===== config.mk =====
export PLATFORM = sky130hd
export DESIGN_NAME = random_num_gen_flat
export DESIGN_NICKNAME = d
export VERILOG_FILES = /design/src/rtl/random_num_gen_if.sv /design/src/rtl/random_num_gen.sv /design/src/flat_wrapper.sv
export SDC_FILE = /design/constraint.sdc
export NUM_CORES = 1
export LEC_CHECK = 0
export ABC_AREA = 1
export BUFFER_PORTS_ARGS = -buffer_cell sky130_fd_sc_hd__buf_2
export CORE_AREA = 2 2 39 41
export CTS_BUF_LIST = sky130_fd_sc_hd__clkbuf_8
export CTS_CLUSTER_DIAMETER = 40
export DETAILED_ROUTE_END_ITERATION = 8
export DIE_AREA = 0 0 41 43
export GPL_ROUTABILITY_DRIVEN = 0
export PLACE_DENSITY = 0.65
export RECOVER_POWER = 100
export SLEW_MARGIN = 20
export SYNTH_ARGS = -nofsm -noshare
export SYNTH_HDL_FRONTEND = slang
export SYNTH_SLANG_ARGS = --single-unit

===== constraint.sdc =====
create_clock -name clk -period 1.1 [get_ports clk]
set_input_delay 0.22 -clock clk [delete_from_list [all_inputs] [get_ports clk]]
set_output_delay 0.22 -clock clk [all_outputs]
set_load 0.01 [all_outputs]

===== src/rtl/random_num_gen_if.sv =====
// Output bus of the pattern-index generator: one 4-bit pseudo-random value.
interface random_num_gen_if;
    logic [3:0] num;

    modport master (output num);
    modport slave  (input  num);
endinterface


===== src/rtl/random_num_gen.sv =====
// Free-running 4-bit pseudo-random source: 16-bit Fibonacci LFSR
// (x^16+x^14+x^13+x^11+1, shifted right), low nibble presented as num.
module random_num_gen #(
    parameter logic [15:0] SEED = 16'hACE1
) (
    input  logic              clk,
    input  logic              RST,
    random_num_gen_if.master  bus
);
    localparam int unsigned LFSR_W = 16;
    localparam int unsigned NUM_W  = 4;

    // A zero seed would lock the LFSR, so substitute the smallest legal state.
    localparam logic [LFSR_W-1:0] LOAD_VAL = (SEED == '0) ? LFSR_W'(1) : SEED;

    logic [LFSR_W-1:0] lfsr;
    logic              fb;

    assign fb = lfsr[0] ^ lfsr[2] ^ lfsr[3] ^ lfsr[5];

    // Reset wins; an all-zero state (SEU, power-up) is escaped on the next edge.
    always_ff @(posedge clk) begin
        if (RST) begin
            lfsr <= LOAD_VAL;
        end else if (lfsr == '0) begin
            lfsr <= LFSR_W'(1);
        end else begin
            lfsr <= {fb, lfsr[LFSR_W-1:1]};
        end
    end

    assign bus.num = lfsr[NUM_W-1:0];
endmodule


===== src/flat_wrapper.sv =====
// flat-port wrapper written by rule: the top's interface ports become plain ports
module random_num_gen_flat 
#(
    parameter logic [15:0] SEED = 16'hACE1
)
  (clk, RST, bus_num);
  random_num_gen_if bus_i ();
  input  logic clk;
  input  logic RST;
  output wire logic [$bits(bus_i.num)-1:0] bus_num;
  assign bus_num = bus_i.num;
  random_num_gen #(.SEED(SEED)) u_core (.clk(clk), .RST(RST), .bus(bus_i));
endmodule

==> implementation parameters <==
Parameter                              Value

STA
  Worst slew margin relative to its limit ... 89.2%
  Post-route setup slack ... 0.0851 ns
  Fin crit share ... 92.3%
  Final Hold Fails ... 0
  Setup clock skew after layout ... 0.00214 ns
  Slew at the pin closest to its max-slew limit ... 0.160 ns
  Setup repair after global routing missed its margin ... false
  Final period demand of the worst path ... 1.01 ns
  Sum Neg Setup Slack ... 0 ns
  Count of pins over their slew limit ... 0
  Final Setup Violations ... 0
  Max Clock Freq ... 0.985 GHz

Finish
  Share of post-route cells with drive strength above 1 ... 19.7%
  Layout filler cell count ... 144
  Register name with the most flops ... u_core.lfsr
  # nets final ... 74
  Area growth syn-to-layout ... 11.5%
  Area used by multi-input combinational logic ... 176 sq um
  Sequential Area ... 320 sq um
  Registers with the highest flip-flop counts ... u_core.lfsr: 16 flops
  Flip-flop count of the largest register, all copies and words added ... 16
  Layout Cell Area excl Fill ... 629 sq um
  Number of diodes added for antenna fixing ... 0

Route
  Average wire length per cell after detail routing ... 9.16 microns
  Final routed wirelength across all metal layers ... 797 microns
  Via count normalized by instance count ... 4.08
  Number of detailed-route iterations in the first pass ... 4
  Routed via count ... 355
  Antenna Nets Post-Route ... 0
  Number of design rule violations left after detail routing ... 0
  Starting DRT DRC Count ... 1

Synth
  YS warnings ... 0
  Syn nets ... 68
  Fraction of the yosys area taken by sequential cells ... 56.8%
  Flop and latch count out of synthesis ... 16
  Area leader, netlist ... sky130_fd_sc_hd__dfxtp_1
  Post-Synthesis Cells ... 66
  Top cells by area, synth ... sky130_fd_sc_hd__dfxtp_1 57%, sky130_fd_sc_hd__nor2_1 12%, sky130_fd_sc_hd__inv_1 6.7%, sky130_fd_sc_hd__or2_2 6.7%, sky130_fd_sc_hd__buf_4 5.3%
  Number of distinct library cell variants in the gate-level netlist after synthesis ... 12
  Synth Area per Inst ... 8.55 sq um
  Area fraction of the dominant cell type after synthesis ... 56.8%
  Cell area after synthesis ... 564 sq um

Critical path
  Register-to-register setup slack ... 0.12 ns
  Type of element capturing the critical path ... output pin
  Depth of the most critical reg-to-reg path ... 6
  Data arrival time of the critical path ... 0.79 ns
  Startpoint types ... flop
  Kind of critical path ... flop to output pin
  Worst path bufs/invs ... 1
  Slowest cell on crit path ... sky130_fd_sc_hd__dfxtp_1
  Cell class contributing the biggest share of worst-path delay ... flip-flops
  Critical path data required time ... 0.88 ns
  Worst Path Max Fanout ... 4
  Worst stage delay on the critical path ... 0.38 ns
  Worst r2r dst ... u_core.lfsr[12]$_SDFF_PP0_
  Worst reg2reg startpoint ... u_core.lfsr[0]$_SDFF_PP1_
  CP Cell Sequence ... clkbuf_1

Min path
  Endpoint, Worst Hold ... u_core.lfsr[5]$_SDFF_PP1_
  Hold Crit Class ... input pin to flop
  Hold Path Cell Cnt ... 2
  Launch point of the worst hold path ... RST

Global route
  M2 GR Usage ... 15.0%
  Met1 track demand over resource ... 14.6%
  Met3 usage in global routing ... 1.57%
  Vias in the first global route ... 335
  GRT overflow ... 0
  Number of antenna violations at the first check in global routing ... 0
  Total global-route track usage ... 11.4%
  First-pass GRT wire length ... 1300 microns
  Most utilized layer in the global route result ... met2
  Pin count of the biggest net entering global routing ... 10

Placement
  Post-place setup slack ... 0.125 ns
  Placed standard-cell area ... 579 sq um
  Number of buffers added on ports ... 5
  Post-detail-place hpwl ... 565 microns

Die
  Num ports ... 6
  Number of rows created at floorplan ... 14
  Starting density of the core ... 40.8%
  Width of the die ... 41 microns
  Die span in y ... 43 microns
  Die Outline Area ... 1760 sq um
  Core region area ... 1380 sq um

Clock tree
  Number of buffers added by the clock tree synthesis step ... 3
  CTS tree ... built
  CTS root buf ... sky130_fd_sc_hd__clkbuf_8
  Post-CTS setup buffer count ... 0
  Total of hold buffers inserted after clock tree synthesis ... 0
  Post-cts sizing count ... 0
  Sinks on Clock Net ... 16
  Clock buffer depth ... 2
  Worst-skew pair later-pin latency ... 0.25 ns
  CTS H-tree depth ... 1
  Post-CTS clock slew at the launch and capture registers of the worst setup and hold paths ... 0.06 ns

Job
  Maximum capacitance violations ... 0

Power and ir drop
  Power per Cell Area ... 1950 nW/um^2
  Standby leakage power ... 0.000300 uW
  Worst supply voltage drop on vdd ... 0.844 mV

Outcome
  Outcome ... completed
[synthesized netlist by cell type]
library cell	n
sky130_fd_sc_hd__nor2_1	18
sky130_fd_sc_hd__dfxtp_1	16
sky130_fd_sc_hd__inv_1	10
sky130_fd_sc_hd__nand2_1	6
sky130_fd_sc_hd__or2_2	6
sky130_fd_sc_hd__buf_4	4
sky130_fd_sc_hd__nand2_2	1
sky130_fd_sc_hd__nand2_4	1
sky130_fd_sc_hd__nand3b_1	1
sky130_fd_sc_hd__nor2_2	1
sky130_fd_sc_hd__xnor2_1	1
sky130_fd_sc_hd__xor2_1	1
[power by group]
| part | internal, uW | leakage, uW | total [uW] | switching [uW] |
|---|---|---|---|---|
| clock | 317 | 0.0000288 | 512 | 195 |
| combinational | 33.7 | 0.000138 | 73.4 | 39.8 |
| sequential | 619 | 0.000133 | 640 | 20.8 |
[through the flow]
step / power (uW) / util, % / instances / hold WS [ns]
after global routing: 1270 / 45.5 / 87 / 0.253
after global placement: 727 / 41.9 / 83 / 0.417
after floorplan: 713 / - / 66 / 0.324
final: 1230 / 45.5 / 87 / 0.233
after CTS: 1240 / 45.8 / 87 / 0.234
after detailed placement: 728 / 41.9 / 83 / 0.419
[how the worst max path moves through the flow]
stage	startpoint	to	cells past startpoint
after detailed placement	u_core.lfsr[0]$_SDFF_PP1_	u_core.lfsr[4]$_SDFF_PP0_	6
after CTS	u_core.lfsr[3]$_SDFF_PP0_	bus_num[3]	1
after floorplan	u_core.lfsr[0]$_SDFF_PP1_	u_core.lfsr[12]$_SDFF_PP0_	6
final	u_core.lfsr[3]$_SDFF_PP0_	bus_num[3]	1
after global placement	u_core.lfsr[0]$_SDFF_PP1_	u_core.lfsr[1]$_SDFF_PP0_	6
after global routing	u_core.lfsr[2]$_SDFF_PP0_	u_core.lfsr[12]$_SDFF_PP0_	6
[per-layer routing]
metal / vias up / routed length, microns
li1: 196 / -
met1: 152 / 418
met2: 5 / 341
met3: 2 / 24
met4: 0 / 12
met5: - / 0
[cell usage in the layout, fill, tap and decap left out]
master and instances:
sky130_fd_sc_hd__inv_1 10, sky130_fd_sc_hd__buf_2 1, sky130_fd_sc_hd__dfxtp_1 16, sky130_fd_sc_hd__xor2_1 1
sky130_fd_sc_hd__nand3b_1 1, sky130_fd_sc_hd__clkbuf_1 4, sky130_fd_sc_hd__nand2_2 1, sky130_fd_sc_hd__nor2_2 1
sky130_fd_sc_hd__or2_2 6, sky130_fd_sc_hd__xnor2_1 1, sky130_fd_sc_hd__nand2_1 6, sky130_fd_sc_hd__clkbuf_8 4
sky130_fd_sc_hd__nor2_1 18, sky130_fd_sc_hd__nand2_4 1
[final cells by class]
class / instances / area share, %
multi-input combinational: 36 / 28.0
sequential: 16 / 50.9
tap: 16 / 3.18
clock buffer: 4 / 8.75
inverter: 10 / 5.96
timing repair buffer: 5 / 3.18
[cells by family after synthesis]
kind of cell / after synthesis / synth area share, %
XOR/XNOR: 2 / 3.10
buffers and inverters: 14 / 12.0
flip-flops: 16 / 56.8
AND/OR/NAND/NOR: 34 / 28.2
No activity file was read; power rests on OpenSTA's default activity.
